===== config.mk =====
export PLATFORM = sky130hd
export DESIGN_NAME = layer_ctrl_fsm_flat
export DESIGN_NICKNAME = d
export VERILOG_FILES = /design/src/rtl/layer_ctrl_fsm_if.sv /design/src/rtl/layer_ctrl_fsm.sv /design/src/flat_wrapper.sv
export SDC_FILE = /design/constraint.sdc
export NUM_CORES = 1
export LEC_CHECK = 0
export ABC_AREA = 1
export CAP_MARGIN = 20
export CORE_AREA = 10 10 101 103
export CTS_CLUSTER_SIZE = 40
export DETAILED_ROUTE_END_ITERATION = 7
export DIE_AREA = 0 0 111 113
export SYNTH_ARGS = -nofsm -noshare
export SYNTH_HDL_FRONTEND = slang
export SYNTH_SLANG_ARGS = --single-unit
export TNS_END_PERCENT = 100

===== constraint.sdc =====
create_clock -name clk -period 3.4 [get_ports clk]
set_input_delay 0.34 -clock clk [delete_from_list [all_inputs] [get_ports clk]]
set_output_delay 0.34 -clock clk [all_outputs]
set_load 0.1 [all_outputs]

===== src/rtl/layer_ctrl_fsm_if.sv =====
// layer_ctrl_fsm_if: host command and engine handshake bundle; slave = controller, master = host/engines.
interface layer_ctrl_fsm_if #(
  parameter int TILE_W  = 8,
  parameter int GROUP_W = 4
);
  logic               start;
  logic               abort;
  logic [TILE_W-1:0]  cfg_num_tiles;
  logic [GROUP_W-1:0] cfg_num_groups;
  logic               load_weight_done;
  logic               load_data_exec_done;
  logic               adder_done;
  logic               write_output_done;
  logic               load_weight_start;
  logic               exec_start;
  logic               adder_en;
  logic               write_start;
  logic [TILE_W-1:0]  tile_idx;
  logic [GROUP_W-1:0] group_idx;
  logic               busy;
  logic               done;
  logic               aborted;
  logic               cfg_err;
  modport slave (
    input  start, abort, cfg_num_tiles, cfg_num_groups,
           load_weight_done, load_data_exec_done, adder_done, write_output_done,
    output load_weight_start, exec_start, adder_en, write_start,
           tile_idx, group_idx, busy, done, aborted, cfg_err
  );
  modport master (
    output start, abort, cfg_num_tiles, cfg_num_groups,
           load_weight_done, load_data_exec_done, adder_done, write_output_done,
    input  load_weight_start, exec_start, adder_en, write_start,
           tile_idx, group_idx, busy, done, aborted, cfg_err
  );
endinterface


===== src/rtl/layer_ctrl_fsm.sv =====
// layer_ctrl_fsm: sequences weight load, exec, add, write per tile/group; ports clk, rst (async high), bus (layer_ctrl_fsm_if.slave), perf_cycles only when CTRL_PERF_CNT_EN is defined.
module layer_ctrl_fsm #(
  parameter int TILE_W  = 8,
  parameter int GROUP_W = 4,
  parameter int PERF_W  = 32
) (
  input  logic                 clk,
  input  logic                 rst,
  layer_ctrl_fsm_if.slave      bus
`ifdef CTRL_PERF_CNT_EN
  ,
  output logic [PERF_W-1:0]    perf_cycles
`endif
);
  typedef enum logic [2:0] {
    IDLE, LOAD_WEIGHT, LOAD_DATA_EXEC, ADD_OUT, WRITE_OUT, INTER
  } state_t;
  state_t             state_q, state_d;
  logic [TILE_W-1:0]  tile_q, tile_d, nt_q, nt_d;
  logic [GROUP_W-1:0] group_q, group_d, ng_q, ng_d;
  logic lws_q, lws_d, es_q, es_d, aen_q, aen_d, ws_q, ws_d;
  logic busy_q, busy_d, done_q, done_d, aborted_q, aborted_d, cfg_err_q, cfg_err_d;
  always_comb begin
    state_d   = state_q;
    tile_d    = tile_q;
    group_d   = group_q;
    nt_d      = nt_q;
    ng_d      = ng_q;
    done_d    = 1'b0;
    aborted_d = 1'b0;
    cfg_err_d = 1'b0;
    if (state_q != IDLE && bus.abort) begin
      state_d   = IDLE;
      tile_d    = '0;
      group_d   = '0;
      aborted_d = 1'b1;
    end else begin
      case (state_q)
        IDLE: if (bus.start) begin
          if (bus.cfg_num_tiles != '0 && bus.cfg_num_groups != '0) begin
            state_d = LOAD_WEIGHT;
            nt_d    = bus.cfg_num_tiles;
            ng_d    = bus.cfg_num_groups;
            tile_d  = '0;
            group_d = '0;
          end else cfg_err_d = 1'b1;
        end
        LOAD_WEIGHT:    state_d = bus.load_weight_done    ? LOAD_DATA_EXEC : state_q;
        LOAD_DATA_EXEC: state_d = bus.load_data_exec_done ? ADD_OUT        : state_q;
        ADD_OUT:        state_d = bus.adder_done          ? WRITE_OUT      : state_q;
        WRITE_OUT:      state_d = bus.write_output_done   ? INTER          : state_q;
        INTER: begin
          // Latched counts are nonzero, so count-1 never underflows and the compare cannot wrap.
          if (tile_q < nt_q - TILE_W'(1)) begin
            tile_d  = tile_q + TILE_W'(1);
            state_d = LOAD_DATA_EXEC;
          end else if (group_q < ng_q - GROUP_W'(1)) begin
            tile_d  = '0;
            group_d = group_q + GROUP_W'(1);
            state_d = LOAD_WEIGHT;
          end else begin
            state_d = IDLE;
            done_d  = 1'b1;
          end
        end
        default: state_d = IDLE;
      endcase
    end
    // Outputs decode next state so the registered copies line up with the state they describe.
    lws_d  = state_d == LOAD_WEIGHT    && state_q != LOAD_WEIGHT;
    es_d   = state_d == LOAD_DATA_EXEC && state_q != LOAD_DATA_EXEC;
    aen_d  = state_d == ADD_OUT;
    ws_d   = state_d == WRITE_OUT      && state_q != WRITE_OUT;
    busy_d = state_d != IDLE;
  end
  always_ff @(posedge clk or posedge rst) begin
    if (rst) begin
      state_q   <= IDLE;
      tile_q    <= '0;
      group_q   <= '0;
      nt_q      <= '0;
      ng_q      <= '0;
      lws_q     <= 1'b0;
      es_q      <= 1'b0;
      aen_q     <= 1'b0;
      ws_q      <= 1'b0;
      busy_q    <= 1'b0;
      done_q    <= 1'b0;
      aborted_q <= 1'b0;
      cfg_err_q <= 1'b0;
    end else begin
      state_q   <= state_d;
      tile_q    <= tile_d;
      group_q   <= group_d;
      nt_q      <= nt_d;
      ng_q      <= ng_d;
      lws_q     <= lws_d;
      es_q      <= es_d;
      aen_q     <= aen_d;
      ws_q      <= ws_d;
      busy_q    <= busy_d;
      done_q    <= done_d;
      aborted_q <= aborted_d;
      cfg_err_q <= cfg_err_d;
    end
  end
  assign bus.load_weight_start = lws_q;
  assign bus.exec_start        = es_q;
  assign bus.adder_en          = aen_q;
  assign bus.write_start       = ws_q;
  assign bus.tile_idx          = tile_q;
  assign bus.group_idx         = group_q;
  assign bus.busy              = busy_q;
  assign bus.done              = done_q;
  assign bus.aborted           = aborted_q;
  assign bus.cfg_err           = cfg_err_q;
`ifdef CTRL_PERF_CNT_EN
  logic [PERF_W-1:0] perf_q, perf_d;
  // An accepted start is the only IDLE->LOAD_WEIGHT move; the count then tracks registered busy.
  always_comb perf_d = (state_q == IDLE && state_d == LOAD_WEIGHT) ? '0 :
                       (busy_q && perf_q != '1) ? perf_q + PERF_W'(1) : perf_q;
  always_ff @(posedge clk or posedge rst) begin
    if (rst) perf_q <= '0;
    else perf_q <= perf_d;
  end
  assign perf_cycles = perf_q;
`endif
endmodule


===== src/flat_wrapper.sv =====
// flat-port wrapper written by rule: the top's interface ports become plain ports
module layer_ctrl_fsm_flat 
#(
  parameter int TILE_W  = 8,
  parameter int GROUP_W = 4,
  parameter int PERF_W  = 32
)
  (clk, rst, bus_start, bus_abort, bus_cfg_num_tiles, bus_cfg_num_groups, bus_load_weight_done, bus_load_data_exec_done, bus_adder_done, bus_write_output_done, bus_load_weight_start, bus_exec_start, bus_adder_en, bus_write_start, bus_tile_idx, bus_group_idx, bus_busy, bus_done, bus_aborted, bus_cfg_err);
  layer_ctrl_fsm_if #(.TILE_W(TILE_W), .GROUP_W(GROUP_W)) bus_i ();
  input  logic clk;
  input  logic rst;
  input wire logic [$bits(bus_i.start)-1:0] bus_start;
  input wire logic [$bits(bus_i.abort)-1:0] bus_abort;
  input wire logic [$bits(bus_i.cfg_num_tiles)-1:0] bus_cfg_num_tiles;
  input wire logic [$bits(bus_i.cfg_num_groups)-1:0] bus_cfg_num_groups;
  input wire logic [$bits(bus_i.load_weight_done)-1:0] bus_load_weight_done;
  input wire logic [$bits(bus_i.load_data_exec_done)-1:0] bus_load_data_exec_done;
  input wire logic [$bits(bus_i.adder_done)-1:0] bus_adder_done;
  input wire logic [$bits(bus_i.write_output_done)-1:0] bus_write_output_done;
  output wire logic [$bits(bus_i.load_weight_start)-1:0] bus_load_weight_start;
  output wire logic [$bits(bus_i.exec_start)-1:0] bus_exec_start;
  output wire logic [$bits(bus_i.adder_en)-1:0] bus_adder_en;
  output wire logic [$bits(bus_i.write_start)-1:0] bus_write_start;
  output wire logic [$bits(bus_i.tile_idx)-1:0] bus_tile_idx;
  output wire logic [$bits(bus_i.group_idx)-1:0] bus_group_idx;
  output wire logic [$bits(bus_i.busy)-1:0] bus_busy;
  output wire logic [$bits(bus_i.done)-1:0] bus_done;
  output wire logic [$bits(bus_i.aborted)-1:0] bus_aborted;
  output wire logic [$bits(bus_i.cfg_err)-1:0] bus_cfg_err;
  assign bus_i.start = bus_start;
  assign bus_i.abort = bus_abort;
  assign bus_i.cfg_num_tiles = bus_cfg_num_tiles;
  assign bus_i.cfg_num_groups = bus_cfg_num_groups;
  assign bus_i.load_weight_done = bus_load_weight_done;
  assign bus_i.load_data_exec_done = bus_load_data_exec_done;
  assign bus_i.adder_done = bus_adder_done;
  assign bus_i.write_output_done = bus_write_output_done;
  assign bus_load_weight_start = bus_i.load_weight_start;
  assign bus_exec_start = bus_i.exec_start;
  assign bus_adder_en = bus_i.adder_en;
  assign bus_write_start = bus_i.write_start;
  assign bus_tile_idx = bus_i.tile_idx;
  assign bus_group_idx = bus_i.group_idx;
  assign bus_busy = bus_i.busy;
  assign bus_done = bus_i.done;
  assign bus_aborted = bus_i.aborted;
  assign bus_cfg_err = bus_i.cfg_err;
  layer_ctrl_fsm #(.TILE_W(TILE_W), .GROUP_W(GROUP_W), .PERF_W(PERF_W)) u_core (.clk(clk), .rst(rst), .bus(bus_i));
endmodule

==> results of run 1 <==
[cell families (layout without fill, tap and decap cells)]
family,count (synthesis),count (layout),synth area share
xor+xnor,13,13,0.0550
fa+ha+maj,14,14,0.0845
simple gates,136,136,0.293
compound gates,27,27,0.0761
flops,35,35,0.423
buf+inv,37,83,0.0682
[area by class of cell]
cell class / instances / area share
repair buffers: 40 / 0.148
multi-input cells: 190 / 0.392
inverters: 35 / 0.0488
clock buffers: 8 / 0.0372
well taps: 105 / 0.0488
flip-flops and latches: 35 / 0.325
[worst max-delay path, cell delays in order (launching register included)]
cell and delay, ns:
dfrtp_1 0.42, nor2_1 0.13, nand4_1 0.15, nor3_1 0.20, xor2_1 0.17, ha_1 0.26
a21oi_1 0.15, o21a_1 0.16, nand2_1 0.18, nand2_1 0.16, nand2_2 0.12, nand2_1 0.07
o21ai_0 0.08
[synthesized netlist by cell type]
| library cell | number | area [um2] |
|---|---|---|
| nand2_1 | 71 | 267 |
| dfrtp_1 | 35 | 876 |
| inv_1 | 32 | 120 |
| nor2_1 | 25 | 93.8 |
| nand3_1 | 19 | 95.1 |
| o21ai_0 | 15 | 75.1 |
| ha_1 | 14 | 175 |
| xor2_1 | 9 | 78.8 |
| a21oi_1 | 5 | 25.0 |
| nand2_2 | 4 | 25.0 |
| nand4_1 | 4 | 25.0 |
| nor3_1 | 4 | 20.0 |
| xnor2_1 | 4 | 35.0 |
| inv_2 | 3 | 11.3 |
| buf_2 | 2 | 10.0 |
| nand3_2 | 2 | 20.0 |
| nor2_4 | 2 | 22.5 |
| o21ai_1 | 2 | 10.0 |
| a211oi_1 | 1 | 7.51 |
| a21boi_4 | 1 | 18.8 |
| a21o_1 | 1 | 7.51 |
| a31oi_1 | 1 | 6.26 |
| nand2_4 | 1 | 11.3 |
| nor2_2 | 1 | 6.26 |
| nor3_2 | 1 | 10.0 |
| nor4_1 | 1 | 6.26 |
| o21a_1 | 1 | 7.51 |
| or2_2 | 1 | 6.26 |
[metrics by stage]
step | setup WS, ns | cell area (um2)
4_1_cts | 1.03 | 2690
6_report | 1.04 | 2690
3_5_place_dp | 1.05 | 2590
3_3_place_gp | 1.11 | 2590
2_1_floorplan | 1.10 | 2070
5_1_grt | 0.797 | 2690
[flip-flops by register name (all words and copies together) (netlist names)]
register,cells
u_core.bus.tile_idx,8
u_core.nt_q,8
u_core.bus.group_idx,4
u_core.ng_q,4
u_core.state_q,3
u_core.bus.aborted,1
u_core.bus.adder_en,1
u_core.bus.busy,1
u_core.bus.cfg_err,1
u_core.bus.done,1
u_core.bus.exec_start,1
u_core.bus.load_weight_start,1
u_core.bus.write_start,1
[where the power goes]
part           total (mW)  switching [mW]  internal (mW)
sequential          0.606          0.0808          0.525
combinational       0.919           0.624          0.295
clock               0.324           0.140          0.185
total                1.85           0.845           1.00
[how the worst min path moves through the flow]
stage                               start                                  to  slack (ns)  depth (start not counted)
2_1_floorplan       bus_cfg_num_groups[3]          u_core.ng_q[3]$_DFFE_PP0P_        0.45                          2
3_3_place_gp   u_core.ng_q[3]$_DFFE_PP0P_          u_core.ng_q[3]$_DFFE_PP0P_        0.50                          2
3_5_place_dp   u_core.ng_q[3]$_DFFE_PP0P_          u_core.ng_q[3]$_DFFE_PP0P_        0.50                          2
4_1_cts                               rst  u_core.bus.tile_idx[2]$_DFFE_PP0P_        0.47                          2
5_1_grt                               rst    u_core.bus.write_start$_DFF_PP0_        0.50                          2
6_report                              rst  u_core.bus.tile_idx[2]$_DFFE_PP0P_        0.44                          2
[routing by layer]
metal | routed length, um | up-vias
li1 | - | 927
met1 | 2350 | 757
met2 | 2110 | 36
met3 | 190 | 5
met4 | 89 | 0
met5 | 0 | -
==> metrics.txt, run 1 <==
Core ar.=8130 um2; Post-Layout Cell Count=413; Post-Syn Area=2070 um2; Syn Area/Cell=7.91 um2; post-synth net total=296; vias in the first global route=1721; CP Class=flop to flop; Layout Utilization=0.331; Num CTS Buffers=5; first-pass GRT wire length=8.00 mm; Synth Instances=262; Post-Route Skew=0.00897 ns; post-DP HPWL=3.90 mm; CP max FO=8; GR peak layer=met2; met3 Use GR=0.0206; Clock Pin Slew Worst Setup and Hold Paths=0.07 ns; maximum vdd drop=168 uV; commonest non-fill, non-tap cell in the layout=nand2_1; area occupied by multi-input gates=1050 um2; final net count=341; clock root cell=clkbuf_8; Reg2Reg Depth=12; M1 GR Usage=0.0898; Final Hold Fails=0; Overflow after GRT=0; r2r endpoint=u_core.bus.tile_idx[5]$_DFFE_PP0P_; initial antenna violation count=0; most frequent cells in the layout=nand2_1 (71), clkdlybuf4s50_1 (39), dfrtp_1 (35); critical path data required time=3.55 ns; Initial DRC Count=53; Hold WC Path Type=input port to async pin; Hold-fix buffers, CTS=0; # fillers=854; Peak Freq=423 MHz; status=completed; WHS=0.443 ns; Final Max Tran Viols=0; Synth warnings=0; leakage=1.33 nW; FF-to-FF Start=u_core.nt_q[2]$_DFFE_PP0P_; PwrDens=687 nW/um2; fin crit share=0.695; FF+latch area=876 um2; port bufs=39; CTS H-Tree Depth=2; crit path DAT=2.51 ns; GRT met2 Usage=0.125; Setup Viol. Count Final=0; clock latency on the worst-skew pair=0.29 ns; TNS Setup=0 ns; largest net degree at the start of global routing=21; DRT Wirelength=4.74 mm; sequential fraction of the synthesis area=0.423; num rows=33; DRC=0; Die Ht=113 um; ant diodes=0; RSZ-0062 raised after global routing=false; CP endpoint=u_core.bus.tile_idx[5]$_DFFE_PP0P_; share of cells above drive strength 1=0.0779; post-layout min period=2.36 ns; CTS sink count=35; Initial Util=0.255; first-pass detailed-route iteration total=4; Reg2Reg Setup Slack=1.04 ns; Area Growth Syn to Fin=29.9%; relative slew slack=0.331; io pins=40; DRT antenna net count=0; register bit count reported by yosys=35; critical path endpoint category=flop; Inst Count DP=405; maxcap violations=0; Worst Setup SP=u_core.nt_q[2]$_DFFE_PP0P_; vias after detailed routing=1725; Pwr Total=1.85 mW; CTS resizes=0; worst-margin pin slew=1.00 ns; full die area=12500 um2; Routability Congestion=0.843; Die Wd=111 um; All-Layer GR Usage=0.0758; vias per cell=4.18; WL/cell=11.5 um; Synth cell types=28; Setup crit start kind=flop; CTS tree=done; postcts setup bufs=0; Clock Tree Buf Depth=2
No activity file was read; power rests on OpenSTA's default activity.
==> run 2, diff against run 1 <==
Clock period 3.4 ns to 2.1 ns, I/O delays scaled along.
==> run 2 against run 1 <==
Compared with the run above: first-iteration DRC count is 15% lower; clock power rose by 44%; routed wire length rose by 6.8%; fmax grew 11%; the run now ends with negative setup slack left; sequential power increased by 61%; sequential cell count stayed put; sequential share of layout area decreased by 2.0 points; register-to-register slack lost 1.1 ns.
==> metrics.txt, run 2 (synthesis gave the netlist of run 1 again) <==
TNS Setup=-0.176 ns (-0.176 ns); Sequential Power Share=0.298 (-0.030); Final Max Tran Viols=0 (unchanged); Post-Route Skew=0.00993 ns (+0.000955 ns); DRT Wirelength=5.06 mm (+6.8%); Setup crit start kind=flop; Routability Congestion=0.793 (-5.9%); post-layout min period=2.13 ns (-0.232 ns); r2r endpoint=u_core.bus.tile_idx[6]$_DFFE_PP0P_; FF-to-FF Start=u_core.nt_q[1]$_DFFE_PP0P_; Reg2Reg Depth=12 (unchanged); internal power=1.74 mW (+73%); CP max FO=8 (unchanged); CTS H-Tree Depth=2 (unchanged); Area Growth Syn to Fin=40.5%; relative slew slack=0.684 (+0.353); port bufs=39 (unchanged); Initial DRC Count=45 (-15%); post-DP HPWL=3.94 mm (+1.2%); clock root cell=clkbuf_8; setup ws final=-0.0313 ns (-1.07 ns); Overflow after GRT=0 (unchanged); DRC=0 (unchanged); Final Hold Fails=0 (unchanged); Num CTS Buffers=5 (unchanged); Core ar.=8130 um2 (unchanged); Die Ht=113 um (unchanged); crit path DAT=2.29 ns (-0.22 ns); clock latency on the worst-skew pair=0.29 ns (about the same); Comb power frac=0.559 (+0.062); switch share=0.469 (+0.0122); Inst Count DP=418 (+3.2%); share of cells above drive strength 1=0.315 (+0.237); maxcap violations=0 (unchanged); final net count=357 (+4.7%); CTS sink count=35 (unchanged); Layout Utilization=0.358 (+0.0269); vias in the first global route=1845 (+7.2%); failing checks=negative setup slack; leakage=1.46 nW (+9.6%); vias per cell=4.30 (+2.9%); Clock Power Share=0.143 (-0.032); most frequent cells in the layout=nand2_1 (59), buf_4 (35), inv_1 (29); initial antenna violation count=0 (unchanged); Pwr Total=3.27 mW (+77%); first-pass GRT wire length=8.62 mm (+7.8%); io pins=40 (unchanged); PwrDens=1120 nW/um2 (+64%); pre-CTS WS=-0.108 ns (-1.16 ns); full die area=12500 um2 (unchanged); Post-Layout Cell Count=429 (+3.9%); critical path endpoint category=flop; vias after detailed routing=1843 (+6.8%); fin crit share=1.01 (+0.320); CP Class=flop to flop; Setup Viol. Count Final=12 (+12); status=finished, violations left; All-Layer GR Usage=0.0825 (+0.00670); WL/cell=11.8 um (+2.8%); maximum vdd drop=318 uV (+89%); CTS tree=done; Hold-fix buffers, CTS=0 (unchanged); Initial Util=0.255 (unchanged); commonest non-fill, non-tap cell in the layout=nand2_1; Clock Pin Slew Worst Setup and Hold Paths=0.08 ns (about the same); Peak Freq=469 MHz (+11%); num rows=33 (unchanged); RSZ-0062 raised after global routing=true; first-pass detailed-route iteration total=4 (unchanged); critical path data required time=2.26 ns (-1.29 ns); worst-margin pin slew=0.473 ns (-0.527 ns); Die Wd=111 um (unchanged); Hold WC Path Type=input port to async pin; Reg2Reg Setup Slack=-0.03 ns (-1.07 ns); DRT antenna net count=0 (unchanged); ant diodes=0 (unchanged); Clock Tree Buf Depth=2 (unchanged); Switch Pwr=1.53 mW (+82%); largest net degree at the start of global routing=36 (+71%)
-- run 2: changes by cell type in the layout (fill, tap and decap cells not counted), sizes merged --
cell           before  now
buf                 1   37
clkbuf              8    5
clkdlybuf4s50      39   19
clkinv              0    3
-- run 2: cell type report --
| type | count | area (um2) |
|---|---|---|
| Multi-Input combinational cell | 190 | 1200 |
| Clock inverter | 3 | 15.0 |
| Tap cell | 105 | 131 |
| Sequential cell | 35 | 888 |
| Inverter | 35 | 131 |
| Fill cell | 832 | 5220 |
| Timing Repair Buffer | 56 | 475 |
| Clock buffer | 5 | 68.8 |
-- run 2: worst max path at each step --
stage	startpoint	to	slack (ns)	depth (start not counted)
finish	u_core.nt_q[1]$_DFFE_PP0P_	u_core.bus.tile_idx[6]$_DFFE_PP0P_	-0.03	12
global route	u_core.nt_q[1]$_DFFE_PP0P_	u_core.bus.tile_idx[1]$_DFFE_PP0P_	-0.20	12
floorplan	u_core.nt_q[2]$_DFFE_PP0P_	u_core.bus.tile_idx[0]$_DFFE_PP0P_	0.02	12
detailed placement	u_core.nt_q[1]$_DFFE_PP0P_	u_core.bus.tile_idx[5]$_DFFE_PP0P_	-0.11	12
CTS	u_core.nt_q[2]$_DFFE_PP0P_	u_core.bus.tile_idx[1]$_DFFE_PP0P_	-0.09	11
global placement	u_core.nt_q[1]$_DFFE_PP0P_	u_core.bus.tile_idx[5]$_DFFE_PP0P_	-0.05	12
-- run 2: power by group through the flow --
stage,Combinational [mW],Clock [mW],Sequential (mW)
after floorplan,0.852,0,1.30
after global placement,1.62,0,0.980
after detailed placement,1.65,0,0.981
after CTS,1.75,0.484,0.973
after global routing,2.04,0.517,1.00
final,1.83,0.468,0.975
-- run 2: worst max-delay path, cell delays in order (launching register included) --
cell and delay, ns:
dfrtp_1 0.39, nor2_2 0.13, nand4_1 0.12, nor3_2 0.14, xor2_1 0.19, ha_1 0.28
nand2_1 0.12, o21a_1 0.20, nand2_4 0.13, nand2_4 0.12, nand2_8 0.07, nand2_2 0.06
o21ai_1 0.05
-- run 2: per-stage QoR --
step                hold WS, ns  area, um2
CTS                       0.327       2820
floorplan                 0.320       2090
global route              0.354       2910
finish                    0.316       2910
detailed placement        0.502       2660
global placement          0.494       2660
-- run 2: timing repair --
action,4_1_cts,5_1_grt
endpoints found under the setup margin,16,19
pin swaps,11,15
setup buffers,3,1
resized for setup,17,28
-- run 2: routing by layer --
layer | global-route usage | vias to the layer above | share of wire
li1 | - | 957 | -
met1 | 0.0985 | 837 | 0.46
met2 | 0.137 | 40 | 0.48
met3 | 0.0206 | 9 | 0.039
met4 | 0.0373 | 0 | 0.019
met5 | 0 | - | 0
